File: config.mk
export PLATFORM = sky130hd
export DESIGN_NAME = instr_pipe_regs_flat
export DESIGN_NICKNAME = d
export VERILOG_FILES = /design/src/rtl/instr_pipe_regs_if.sv /design/src/rtl/instr_pipe_regs.sv /design/src/flat_wrapper.sv
export SDC_FILE = /design/constraint.sdc
export NUM_CORES = 1
export LEC_CHECK = 0
export CAP_MARGIN = 20
export CORE_MARGIN = 2
export CORE_UTILIZATION = 45
export DETAILED_ROUTE_END_ITERATION = 10
export PLACE_DENSITY = 0.8
export SLEW_MARGIN = 40
export SYNTH_ARGS = -nofsm -noshare
export SYNTH_HDL_FRONTEND = slang
export SYNTH_SLANG_ARGS = --single-unit
File: constraint.sdc
create_clock -name clk -period 4.6 [get_ports clk]
set_input_delay 0.46 -clock clk [delete_from_list [all_inputs] [get_ports clk]]
set_output_delay 0.46 -clock clk [all_outputs]
set_load 0.05 [all_outputs]
File: src/rtl/instr_pipe_regs_if.sv
// instr_pipe_regs_if: bundles the fetch inputs, stall/flush selects and the
// per-stage instruction/PC/valid outputs of the pipeline register chain.
//   master: control unit / datapath side; drives instr_in, pc_in, freeze, if_ctl, ex_ctl
//   slave : pipeline register side; drives iiO, ieO, emO, mwO, pc_ii/ie/em, valid_*, retired
interface instr_pipe_regs_if #(
    parameter int IW  = 32,
    parameter int PCW = 32
);
    logic [IW-1:0]  instr_in;
    logic [PCW-1:0] pc_in;
    logic           freeze;
    logic [1:0]     if_ctl;
    logic [1:0]     ex_ctl;
    logic [IW-1:0]  iiO, ieO, emO, mwO;
    logic [PCW-1:0] pc_ii, pc_ie, pc_em;
    logic           valid_ie, valid_em, valid_mw;
    logic [31:0]    retired;

    modport master (
        output instr_in, pc_in, freeze, if_ctl, ex_ctl,
        input  iiO, ieO, emO, mwO, pc_ii, pc_ie, pc_em, valid_ie, valid_em, valid_mw, retired
    );

    modport slave (
        input  instr_in, pc_in, freeze, if_ctl, ex_ctl,
        output iiO, ieO, emO, mwO, pc_ii, pc_ie, pc_em, valid_ie, valid_em, valid_mw, retired
    );
endinterface

File: src/rtl/instr_pipe_regs.sv
// instr_pipe_regs: IF/ID, ID/EX, EX/MEM, MEM/WB instruction/PC registers with
// hold/flush/bubble control and a retired-instruction counter.
//   clk, rst : clock and synchronous active-high reset
//   bus      : instr_pipe_regs_if.slave (fetch inputs, freeze, if_ctl, ex_ctl in;
//              stage words, PCs, valid flags, retired out)
module instr_pipe_regs #(
    parameter int             IW     = 32,
    parameter int             PCW    = 32,
    parameter logic [IW-1:0]  BUBBLE = 32'h8000_0000
) (
    input  logic              clk,
    input  logic              rst,
    instr_pipe_regs_if.slave  bus
);
    localparam logic [5:0] BOP = BUBBLE[IW-1:IW-6];

    logic [IW-1:0]  ii_q, ii_d, ie_q, ie_d, em_q, em_d, mw_q, mw_d;
    logic [PCW-1:0] pii_q, pii_d, pie_q, pie_d, pem_q, pem_d;
    logic           vie_q, vie_d, vem_q, vem_d, vmw_q, vmw_d;
    logic [31:0]    ret_q, ret_d;

    always_comb begin
        ii_d  = bus.freeze ? ii_q : bus.if_ctl == 2'd0 ? bus.instr_in : bus.if_ctl == 2'd1 ? ii_q : BUBBLE;
        pii_d = (bus.freeze || bus.if_ctl == 2'd1) ? pii_q : bus.pc_in;
        ie_d  = bus.freeze ? ie_q : bus.ex_ctl == 2'd0 ? ii_q : BUBBLE;
        pie_d = bus.freeze ? pie_q : pii_q;
        em_d  = bus.freeze ? em_q : ie_q;
        pem_d = bus.freeze ? pem_q : pie_q;
        mw_d  = bus.freeze ? mw_q : em_q;
        // valid flags follow the word they are registered with, so a frozen stage keeps its flag
        vie_d = ie_d[IW-1:IW-6] != BOP;
        vem_d = em_d[IW-1:IW-6] != BOP;
        vmw_d = mw_d[IW-1:IW-6] != BOP;
        ret_d = ret_q + 32'(!bus.freeze && em_q[IW-1:IW-6] != BOP);
    end

    always_ff @(posedge clk) begin
        if (rst) begin
            ii_q  <= BUBBLE;
            ie_q  <= BUBBLE;
            em_q  <= BUBBLE;
            mw_q  <= BUBBLE;
            pii_q <= '0;
            pie_q <= '0;
            pem_q <= '0;
            vie_q <= 1'b0;
            vem_q <= 1'b0;
            vmw_q <= 1'b0;
            ret_q <= '0;
        end else begin
            ii_q  <= ii_d;
            ie_q  <= ie_d;
            em_q  <= em_d;
            mw_q  <= mw_d;
            pii_q <= pii_d;
            pie_q <= pie_d;
            pem_q <= pem_d;
            vie_q <= vie_d;
            vem_q <= vem_d;
            vmw_q <= vmw_d;
            ret_q <= ret_d;
        end
    end

    assign bus.iiO      = ii_q;
    assign bus.ieO      = ie_q;
    assign bus.emO      = em_q;
    assign bus.mwO      = mw_q;
    assign bus.pc_ii    = pii_q;
    assign bus.pc_ie    = pie_q;
    assign bus.pc_em    = pem_q;
    assign bus.valid_ie = vie_q;
    assign bus.valid_em = vem_q;
    assign bus.valid_mw = vmw_q;
    assign bus.retired  = ret_q;
endmodule

File: src/flat_wrapper.sv
// flat-port wrapper written by rule: the top's interface ports become plain ports
module instr_pipe_regs_flat 
#(
    parameter int             IW     = 32,
    parameter int             PCW    = 32,
    parameter logic [IW-1:0]  BUBBLE = 32'h8000_0000
)
  (clk, rst, bus_instr_in, bus_pc_in, bus_freeze, bus_if_ctl, bus_ex_ctl, bus_iiO, bus_ieO, bus_emO, bus_mwO, bus_pc_ii, bus_pc_ie, bus_pc_em, bus_valid_ie, bus_valid_em, bus_valid_mw, bus_retired);
  instr_pipe_regs_if #(.IW(IW), .PCW(PCW)) bus_i ();
  input  logic clk;
  input  logic rst;
  input wire logic [$bits(bus_i.instr_in)-1:0] bus_instr_in;
  input wire logic [$bits(bus_i.pc_in)-1:0] bus_pc_in;
  input wire logic [$bits(bus_i.freeze)-1:0] bus_freeze;
  input wire logic [$bits(bus_i.if_ctl)-1:0] bus_if_ctl;
  input wire logic [$bits(bus_i.ex_ctl)-1:0] bus_ex_ctl;
  output wire logic [$bits(bus_i.iiO)-1:0] bus_iiO;
  output wire logic [$bits(bus_i.ieO)-1:0] bus_ieO;
  output wire logic [$bits(bus_i.emO)-1:0] bus_emO;
  output wire logic [$bits(bus_i.mwO)-1:0] bus_mwO;
  output wire logic [$bits(bus_i.pc_ii)-1:0] bus_pc_ii;
  output wire logic [$bits(bus_i.pc_ie)-1:0] bus_pc_ie;
  output wire logic [$bits(bus_i.pc_em)-1:0] bus_pc_em;
  output wire logic [$bits(bus_i.valid_ie)-1:0] bus_valid_ie;
  output wire logic [$bits(bus_i.valid_em)-1:0] bus_valid_em;
  output wire logic [$bits(bus_i.valid_mw)-1:0] bus_valid_mw;
  output wire logic [$bits(bus_i.retired)-1:0] bus_retired;
  assign bus_i.instr_in = bus_instr_in;
  assign bus_i.pc_in = bus_pc_in;
  assign bus_i.freeze = bus_freeze;
  assign bus_i.if_ctl = bus_if_ctl;
  assign bus_i.ex_ctl = bus_ex_ctl;
  assign bus_iiO = bus_i.iiO;
  assign bus_ieO = bus_i.ieO;
  assign bus_emO = bus_i.emO;
  assign bus_mwO = bus_i.mwO;
  assign bus_pc_ii = bus_i.pc_ii;
  assign bus_pc_ie = bus_i.pc_ie;
  assign bus_pc_em = bus_i.pc_em;
  assign bus_valid_ie = bus_i.valid_ie;
  assign bus_valid_em = bus_i.valid_em;
  assign bus_valid_mw = bus_i.valid_mw;
  assign bus_retired = bus_i.retired;
  instr_pipe_regs #(.IW(IW), .PCW(PCW), .BUBBLE(BUBBLE)) u_core (.clk(clk), .rst(rst), .bus(bus_i));
endmodule
=== Word-level counts from Yosys, hierarchy flattened ===
Cells that the tools add are included.

* $mul: 0
* Magnitude comparators: 0
* Bitwise gates (word level): 1
* Multiplexer cells: 6
* Add/subtract/negate cells: 1
* Eq/ne operators: 6
* Shift-type cells: 0
* Reduce and logical (&&, ||, !) cells: 6
* Divide/modulo/power cells: 0

{| class="wikitable"
|+ Operators with widths
! operator !! number
|-
| $mux W32 || 6
|-
| $add A32 B1 Y32 || 1
|-
| $ne A6 B6 Y1 const B || 4
|-
| $logic_not A2 Y1 || 2
|-
| $eq A2 B1 Y1 const B || 1
|-
| $ne A2 B1 Y1 const B || 1
|-
| $reduce_and A2 Y1 || 1
|-
| $logic_and A1 B1 Y1 || 1
|-
| $logic_not A1 Y1 || 1
|-
| $logic_or A1 B1 Y1 || 1
|-
| $not A1 Y1 || 1
|}

* Bits in latches: 0
* Flip-flop bits (word level): 259
* Memory bits (writable): 0
* Bits of input ports: 71
* Output and inout port bits: 259
* Memory bits (read-only): 0
* Logic and storage cells: 34
* Memories: 0

=== Logic depth before layout (Yosys ltp) ===
Gate-level depths: netlist of run 1.

* Word-level depth: 4
* Mapped depth: 11
* Gate-level depth less buffers: 9

=== Least setup slack after synthesis of run 1 ===
OpenSTA, ideal clock, no wires.

* Path kind: input to register
* From: input bus_freeze
* To: register u_core.ret_q[18], in the netlist u_core.bus.retired[18]
* Arrival time: 2.771 ns
* Data required time: 4.530 ns
* Path buffers: 4
* Cell stages on the path: 11
* Slack: 1.758 ns
* Setup time: 0.070 ns
* Cells stage by stage: clkbuf_1 > clkbuf_1 > clkbuf_1 > nor2_1 > ha_1 > ha_1 > nand4_4 > or4_4 > buf_6 > or3_1 > a21oi_1

* Longest elaborated chain between the ends: 3

{| class="wikitable"
|+ RTL lines
! what !! RTL line !! text
|-
| from (decl) || flat_wrapper.sv:14 || <nowiki>input wire logic [$bits(bus_i.freeze)-1:0] bus_freeze;</nowiki>
|-
| $logic_not A1 Y1 || instr_pipe_regs.sv:34 || <nowiki>ret_d = ret_q + 32'(!bus.freeze && em_q[IW-1:IW-6] != BOP);</nowiki>
|-
| $logic_and A1 B1 Y1 || instr_pipe_regs.sv:34 ||
|-
| $add A32 B1 Y32 || instr_pipe_regs.sv:34 ||
|-
| to (signal assigned) || instr_pipe_regs.sv:61 || <nowiki>ret_q <= ret_d;</nowiki>
|-
| to (decl) || instr_pipe_regs.sv:20 || <nowiki>logic [31:0] ret_q, ret_d;</nowiki>
|}

No other way between the ends.
A chain may end at the register's enable or synchronous reset.

=== Worst setup path after layout of run 1 ===
* From: register u_core.em_q[30], in the netlist u_core.bus.emO[30]
* To: register u_core.ret_q[29], in the netlist u_core.bus.retired[29]

* Longest elaborated chain between the ends: 3

{| class="wikitable"
|+ RTL lines
! what !! RTL line !! text
|-
| from (decl) || instr_pipe_regs.sv:17 || <nowiki>logic [IW-1:0] ii_q, ii_d, ie_q, ie_d, em_q, em_d, mw_q, mw_d;</nowiki>
|-
| from (signal assigned) || instr_pipe_regs.sv:53 || <nowiki>em_q <= em_d;</nowiki>
|-
| $ne A6 B6 Y1 || instr_pipe_regs.sv:34 ||
|-
| $logic_and A1 B1 Y1 || instr_pipe_regs.sv:34 ||
|-
| $add A32 B1 Y32 || instr_pipe_regs.sv:34 ||
|}

No other way between the ends.

==> impl_metrics.yaml, run 1 <==
cells_and_area:
  area_growth_pct: 46.4
  final_area_sq_mm: 0.0137
  nets: 1337
  final_cells: 1554
  drive_above_1_share_pct: 4.98
  diodes: 0
min_path:
  hp-class: "input pin to flop"
  worstHoldEndpoint: "u_core.bus.emO[24]"
  hold_depth: 2
  hp-start: "rst"
synthesis:
  ys.flop_type: "dfxtp_1"
  async_flop_share_pct: 0
  synth_top_area_share_pct: 55.4
  seq_area_frac_synth_pct: 55.4
  ys_types: 41
  synth_edf_count: 0
  syn_avg_cell_area_sq_um: 9.67
  yosysWarnings: 0
  syn_area_sq_mm: 0.00936
  synth.area.top_cells: "dfxtp_1 55%, mux2i_1 13%, nor2_1 8.3%"
  synthesis.nets: 1041
  yosysTopAreaCell: "dfxtp_1"
  synth-seq-cells: 259
  synthCells: 968
sta:
  worst_slew_pin_slew_ns: 0.819
  hold_viol: 0
  max_freq_mhz: 365
  setup_viol: 0
  finalSetupTns_ns: 0
  maxSlewViolCount: 0
  slew_headroom_pct: 45.4
  period_needed_ns: 2.74
  hold_slack_ns: 0.251
  min_period_over_period_pct: 59.6
  rsz0062_at_grt: "false"
  fin_skew_ns: 0.00795
pwr:
  ir_drop_v: 0.000392
  p_leak_nw: 5.26
  p_total_w: 0.00490
  p_per_area_mw_per_mm2: 358
outcome:
  outcome: "finished clean"
die:
  rows: 52
  io_pins: 330
  die_h_um: 148
  die_area_sq_mm: 0.0220
  die_w_um: 148
  initial_core_util_pct: 46.1
  core_area_sq_mm: 0.0203
detailed_routing:
  dr.first_iter.drc_count: 427
  ant_nets: 0
  drt_pre_antenna_iters: 5
  via_per_inst: 5.19
  drc: 0
  routed_wl_um: 26600
  avgRoutedWirePerCell_um: 17.1
  vias: 8072
flow_run:
  maxCapViolations: 0
placed_design:
  io_buffers: 329
  gp_congestion: 0.809
  placed_area_sq_mm: 0.0128
  dp_cells: 1504
  dpl.hpwl_um: 18000
critical_path:
  critPathLaunchType: "flop"
  end_kind: "flop"
  r2r_start: "u_core.bus.emO[30]"
  rr_worst_depth: 8
  r2r-end: "u_core.bus.retired[29]"
  crit_fanout: 16
  worst-r2r-setup-slack_ns: 1.86
  crit_required_ns: 5.01
  path_class: "flop to flop"
  arrival_ns: 3.15
grt:
  grt_pass1_vias: 7535
  grt_pass1_wl_um: 41000
  track_usage_pct: 23.0
  overflow: 0
  grt_max_degree: 137
  antenna_found_initial: 0
clock_network:
  htreeDepth: 1
  cts_buffer_depth: 3
  clk_latency_ns: 0.52
  clkTransAtPathRegs_ns: 0.06
  cts_tree: "built"
  holdBufCountCts: 0
  post_cts_buffers: 0
  cts-buffers-inserted: 27
  clock-root-buffer: "clkbuf_16"
  cts_resized: 0
  cts.sinks: 259
-- flip-flops by register name, indices dropped and copies added (netlist names) --
signal,flops
u_core.bus.pc_ie,32
u_core.bus.iiO,32
u_core.bus.pc_em,32
u_core.bus.valid_mw,1
u_core.bus.ieO,32
u_core.bus.emO,32
u_core.bus.pc_ii,32
u_core.bus.mwO,32
u_core.bus.valid_ie,1
u_core.bus.retired,32
u_core.bus.valid_em,1
-- per-layer routing --
layer  routed length (um)  GRT usage, %  vias to the layer above
met2                12600          37.4                      276
li1                     -             -                     3928
met5                    0             0                        -
met4                 1080          9.24                        0
met3                 1810          5.34                       57
met1                11100          29.6                     3811
-- report_power, final --
part | internal (W) | leakage [nW] | switching (W) | total [W]
Combinational | 0.000178 | 2.73 | 0.000294 | 0.000472
Clock | 0.00126 | 0.431 | 0.000855 | 0.00212
Sequential | 0.00228 | 2.10 | 0.0000309 | 0.00231
Total | 0.00372 | 5.26 | 0.00118 | 0.00490
-- layout make-up --
class	instances	area, sq um
Multi-Input combinational cell	631	3880
Tap cell	270	338
Inverter	8	30.0
Sequential cell	259	5180
Fill cell	1605	6590
Clock buffer	44	820
Clock inverter	5	50.0
Timing Repair Buffer	337	3400
-- stage by stage --
step	utilization (%)	setup WS [ns]
after floorplan	-	1.76
after global placement	63.1	1.79
after detailed placement	63.1	1.71
after CTS	67.4	1.82
after global routing	67.5	1.63
final	67.5	1.86
-- Yosys cell counts, types with 6 or more instances --
library cell,instances
nor2_1,206
xor2_1,6
buf_2,9
nand3_1,9
nand4_1,11
nand2_1,73
o31ai_1,11
or4_1,12
dfxtp_1,259
clkbuf_1,54
a22oi_1,63
inv_1,8
mux2i_1,126
buf_1,6
a21oi_1,49
nor2b_1,6
o21ai_0,6
-- worst max-delay path: stages (launching register included) --
cell	delay, ns
dfxtp_1	0.32
or4b_2	0.67
nor3_1	0.31
nor2_1	0.12
ha_1	0.21
and2_1	0.23
nand2_1	0.38
nor4b_1	0.11
mux2_2	0.28
-- how the worst max path moves through the flow --
stage / from / end / cells after the start
2_1_floorplan: bus_freeze / u_core.bus.retired[18] / 11
3_3_place_gp: bus_freeze / u_core.bus.retired[30] / 8
3_5_place_dp: bus_freeze / u_core.bus.retired[28] / 8
4_1_cts: u_core.bus.emO[30] / u_core.bus.retired[29] / 8
5_1_grt: u_core.bus.emO[30] / u_core.bus.retired[29] / 8
6_report: u_core.bus.emO[30] / u_core.bus.retired[29] / 8
-- cell families (layout without fill, tap and decap cells) --
logic type      after synthesis  after routing  share of synthesized area [%]
buf+inv                      78            394                           3.33
compound gates              135            135                           9.37
mux                         129            129                           13.8
xor+xnor                     11             11                           1.03
flops                       259            259                           55.4
fa+ha+maj                     2              2                          0.267
simple gates                354            354                           16.8
-- cells in the final DEF (no fill, tap or decap), drive strengths merged, types with 4 or more instances in the layout --
cell           count
a21oi             49
a22oi             63
and3               5
buf                9
clkbuf            45
clkdlybuf4s50    327
clkinv             4
dfxtp            259
inv                8
mux2i            126
nand2             73
nand3             10
nand4             12
nor2             206
nor2b              6
nor3               4
nor4               5
o21ai              6
o31ai             11
or3                4
or4               14
xnor2              5
xor2               6
Power figures use the tool's default switching activity.
==> run 2: changes to the inputs <==
Clock period 4.6 ns to 2.8 ns, I/O delays scaled along.
==> run 2 against run 1 <==
Effect of this change:
- clock power up 60%
- worst hold slack better by 0.049 ns
- via count barely moved
- power up 63%
- flip-flop and latch count unchanged
- clock skew is 0.0025 ns lower
- non-clock buffer count up 6
- worst setup slack lost 1.6 ns
- core utilization grew 0.34 points
==> impl_metrics.yaml, run 2 (synthesis results as in run 1) <==
outcome:
  outcome: "finished clean"
cells_and_area:
  diodes: 0
  utilization_pct: 67.9
  layout_commonest_cell: "clkdlybuf4s50_1"
  multi_input_area_sq_mm: 0.00389
  drive_above_1_share_pct: 5.59
  final_cell_mix: "327 x clkdlybuf4s50_1, 259 x dfxtp_1, 205 x nor2_1, 126 x mux2i_1, 73 x nand2_1"
  regArea_sq_mm: 0.00518
  nets: 1343
  num-fill-cells: 1584
  area_growth_pct: 47.1
sta:
  rsz0062_at_grt: "false"
  worst_slew_pin_slew_ns: 0.613
  slew_headroom_pct: 59.1
  period_needed_ns: 2.57
  hold_viol: 0
  max_freq_mhz: 389
  min_period_over_period_pct: 91.7
  maxSlewViolCount: 0
  fin_skew_ns: 0.00545
  setup_viol: 0
  finalSetupTns_ns: 0
die:
  io_pins: 330
  die_h_um: 148
  die_area_sq_mm: 0.0220
  rows: 52
  core_area_sq_mm: 0.0203
  initial_core_util_pct: 46.1
  die_w_um: 148
grt:
  track_usage_pct: 22.8
  overflow: 0
  grt_max_degree: 101
  grt_pass1_vias: 7496
  antenna_found_initial: 0
  grt_pass1_wl_um: 40800
critical_path:
  crit_required_ns: 3.17
  critPathLaunchType: "flop"
  path_class: "flop to flop"
  arrival_ns: 2.94
  rr_worst_depth: 9
  crit_fanout: 9
  end_kind: "flop"
pwr:
  p_leak_nw: 5.30
  p_per_area_mw_per_mm2: 580
  ir_drop_v: 0.000526
placed_design:
  dpl.hpwl_um: 18400
  io_buffers: 329
  gp_congestion: 0.822
flow_run:
  maxCapViolations: 0
detailed_routing:
  routed_wl_um: 26500
  avgRoutedWirePerCell_um: 17.0
  ant_nets: 0
  drt_pre_antenna_iters: 5
  dr.first_iter.drc_count: 384
  via_per_inst: 5.18
  drc: 0
  vias: 8077
clock_network:
  cts.sinks: 259
  cts-buffers-inserted: 27
  clkTransAtPathRegs_ns: 0.06
  htreeDepth: 1
  cts_tree: "built"
  clk_latency_ns: 0.51
  clock-root-buffer: "clkbuf_16"
  cts_buffer_depth: 3
  holdBufCountCts: 0
min_path:
  hold_depth: 4
  hp-class: "input pin to flop"
-- run 2: what timing repair did --
item,4_1_cts,5_1_grt
buffers inserted,0,0
endpoints found under the setup margin,0,11
gates resized for setup,0,2
-- run 2: layout make-up --
cell class	instances	area share (%)
sequential	259	37.6
multi-input combinational	631	28.2
tap	270	2.45
clock inverter	7	0.436
inverter	8	0.218
timing repair buffer	343	25.3
clock buffer	40	5.70
-- run 2: where the power goes --
part	switching [W]	leakage, nW	internal [W]
clock network	0.00138	0.422	0.00201
logic	0.000485	2.78	0.000301
registers	0.0000501	2.10	0.00375
total	0.00192	5.30	0.00607
-- run 2: worst max-delay path, cell delays in order, from the launching register on --
cell	delay [ns]
dfxtp_1	0.33
or4b_2	0.69
nor3_2	0.27
nor2_2	0.08
ha_1	0.21
and2_1	0.23
nand2_1	0.25
buf_4	0.21
or4_1	0.11
a21oi_1	0.06
-- run 2: layer usage --
| layer | routed length, um | part of all wire [%] | track usage, % |
|---|---|---|---|
| met1 | 11200 | 42 | 29.6 |
| met3 | 1580 | 6.0 | 4.75 |
| met5 | 0 | 0 | 0 |
| met4 | 819 | 3.1 | 7.81 |
| met2 | 12900 | 49 | 38.0 |
-- run 2: path summary, 6_finish.rpt --
path	start	slack (ns)	endpoint
worst max-delay path	u_core.bus.emO[30]	0.23	u_core.bus.retired[23]
worst min-delay path	bus_freeze	0.30	u_core.bus.retired[0]
worst max register to register	u_core.bus.emO[30]	0.23	u_core.bus.retired[23]
worst min register to register	u_core.bus.pc_ii[28]	0.47	u_core.bus.pc_ii[28]
-- run 2: through the flow --
stage                     power, W  setup slack (ns)  hold slack (ns)  std cells  instance area, sq um
after floorplan            0.00435            0.0372            0.408        968                  9360
after global placement     0.00466             0.147            0.457       1510                 12900
after detailed placement   0.00467             0.119            0.461       1511                 12900
after CTS                  0.00805            0.0900            0.288       1558                 13800
after global routing       0.00825            0.0506            0.301       1558                 13800
final                      0.00798             0.231            0.300       1558                 13800
==> run 3: changes to the inputs <==
Settings changed: PLACE_DENSITY 0.8 to 0.83.
==> run 3 against run 2 <==
Effect of this change:
- fmax down 1.1%
- via count up 0.73%
- critical path type unchanged
- critical path depth unchanged
- non-clock buffer count rose by 4
- flip-flop and latch count is the same
- first-iteration DRC count rose by 8.9%
- cell area rose by 0.24%
- core utilization rose by 0.16 points
- register-to-register slack worse by 0.03 ns
- global-route usage rose by 0.48 points
- worst hold slack better by 0.0078 ns
- largest power group unchanged
- power grew 1.2%
==> impl_metrics.yaml, run 3 (synthesis results as in run 1) <==
critical_path:
  end_kind: "flop"
  crit_required_ns: 3.25
  arrival_ns: 3.04
  cpMaxStageDelayCell: "or4_4"
  critPathLaunchType: "flop"
  worstPathCellList: "or4b_2, nor3_2, nor2_1, ha_1, ha_1, nand4_4, or4_4, or4_1, a21oi_1"
  path_delay_family: "simple AND/OR/NAND/NOR gates"
  crit_fanout: 15
  r2r-end: "u_core.bus.retired[28]"
  r2r_start: "u_core.bus.emO[31]"
  path_buf_inv: 0
  path_class: "flop to flop"
  cp_slowest_stage_delay_ns: 0.59
  crit_top_cell: "ha_1"
  worst-r2r-setup-slack_ns: 0.20
  rr_worst_depth: 9
outcome:
  outcome: "finished clean"
detailed_routing:
  avgRoutedWirePerCell_um: 17.2
  vias: 8136
  via_per_inst: 5.20
  drc: 0
  drt_pre_antenna_iters: 5
  routed_wl_um: 26900
  dr.first_iter.drc_count: 418
  ant_nets: 0
pwr:
  p_sw_share_pct: 24.1
  p_switching_w: 0.00195
  ir_drop_v: 0.000454
  p_per_area_mw_per_mm2: 586
  p_seq_share_pct: 47.0
  pwr-share-comb_pct: 9.7
  p_leak_nw: 5.31
  p_clk_share_pct: 43.3
  internal_power_w: 0.00613
cells_and_area:
  area_growth_pct: 47.5
  layout_commonest_cell: "clkdlybuf4s50_1"
  num-fill-cells: 1550
  final_cell_mix: "327 x clkdlybuf4s50_1, 259 x dfxtp_1, 206 x nor2_1, 126 x mux2i_1, 73 x nand2_1"
  diodes: 0
  drive_above_1_share_pct: 5.64
  nets: 1348
grt:
  grt_max_degree: 113
  grt_use_met2_pct: 38.9
  grt_use_met1_pct: 29.2
  antenna_found_initial: 0
  busiest_layer: "met2"
  grt_pass1_wl_um: 41800
  track_usage_pct: 23.3
  grt_use_met3_pct: 5.89
  overflow: 0
  grt_pass1_vias: 7694
placed_design:
  dpl.hpwl_um: 18300
  gp_congestion: 0.859
  preCtsSetupSlack_ns: 0.174
  io_buffers: 329
sta:
  worst_slew_pin_slew_ns: 0.758
  finalSetupTns_ns: 0
  setup_viol: 0
  slew_headroom_pct: 49.5
  min_period_over_period_pct: 92.8
  hold_viol: 0
  fin_skew_ns: 0.0127
  maxSlewViolCount: 0
  period_needed_ns: 2.60
  max_freq_mhz: 385
  setup_ws_ns: 0.203
  rsz0062_at_grt: "false"
die:
  die_h_um: 148
  io_pins: 330
  die_w_um: 148
  rows: 52
  core_area_sq_mm: 0.0203
  die_area_sq_mm: 0.0220
  initial_core_util_pct: 46.1
clock_network:
  cts_tree: "built"
  cts-buffers-inserted: 28
  htreeDepth: 1
  clk_latency_ns: 0.52
  clock-root-buffer: "clkbuf_16"
  clkTransAtPathRegs_ns: 0.06
  cts.sinks: 259
  post_cts_buffers: 0
  cts_buffer_depth: 3
min_path:
  hold_depth: 3
  hp-class: "input pin to flop"
  worstHoldEndpoint: "u_core.bus.pc_ii[21]"
  hp-start: "bus_pc_in[21]"
flow_run:
  maxCapViolations: 0
## run 3: cell count changes in the layout (fill, tap and decap cells not counted), moves of 2 or more
| cell | change |
|---|---|
| clkinv_2 | -4 |
| clkbuf_16 | +2 |
| clkbuf_1 | +4 |
| buf_12 | -3 |
| buf_4 | +6 |
## run 3: layout make-up
type / count / area, sq um / share of cell area, %
tap: 270 / 338 / 2.45
clock inverter: 3 / 21.3 / 0.154
clock buffer: 47 / 863 / 6.25
multi-input combinational: 631 / 3890 / 28.1
timing repair buffer: 347 / 3480 / 25.2
inverter: 8 / 30.0 / 0.217
sequential: 259 / 5180 / 37.6
## run 3: power groups by stage
stage	combinational, W	clock, W	sequential (W)
after floorplan	0.000250	0	0.00410
after global placement	0.000770	0	0.00388
after detailed placement	0.000778	0	0.00388
after CTS	0.000783	0.00356	0.00380
after global routing	0.000821	0.00372	0.00381
final	0.000781	0.00350	0.00380
## run 3: worst max path at each step
stage	from	end	slack, ns	depth (start not counted)
3_5_place_dp	u_core.bus.emO[30]	u_core.bus.retired[5]	0.17	9
6_report	u_core.bus.emO[31]	u_core.bus.retired[28]	0.20	9
4_1_cts	u_core.bus.emO[30]	u_core.bus.retired[5]	0.15	9
3_3_place_gp	u_core.bus.emO[30]	u_core.bus.retired[5]	0.23	9
2_1_floorplan	u_core.bus.emO[31]	u_core.bus.retired[5]	0.04	10
5_1_grt	u_core.bus.emO[31]	u_core.bus.retired[26]	0.04	9
## run 3: metal layers
layer | up-vias | wire (um) | share of wire, %
met5 | - | 0 | 0
met4 | 0 | 926 | 3.4
met3 | 57 | 1880 | 7.0
met2 | 252 | 13000 | 48
met1 | 3881 | 11100 | 41
li1 | 3946 | - | -
## run 3: worst reg2reg max path, stage by stage, from the launching register on
cell and delay [ns]:
dfxtp_1 0.33, or4b_2 0.22, nor3_2 0.05, nor2_1 0.21, ha_1 0.21, ha_1 0.22
nand4_4 0.11, or4_4 0.59, or4_1 0.43, a21oi_1 0.14
## run 3: metrics by stage
stage / instances / power, W / hold WS (ns) / instance area [sq um] / util [%]
after floorplan: 968 / 0.00435 / 0.408 / 9360 / -
after global placement: 1513 / 0.00465 / 0.456 / 12900 / 63.4
after global routing: 1565 / 0.00835 / 0.297 / 13800 / 68.0
final: 1565 / 0.00808 / 0.308 / 13800 / 68.0
after CTS: 1565 / 0.00815 / 0.288 / 13800 / 68.0
after detailed placement: 1514 / 0.00466 / 0.462 / 12900 / 63.6
## run 3: timing repair
action	CTS	global route
setup endpoints to repair	0	1
gates resized for setup	0	1
endpoints found under the hold margin	1	0
hold buffers	1	0
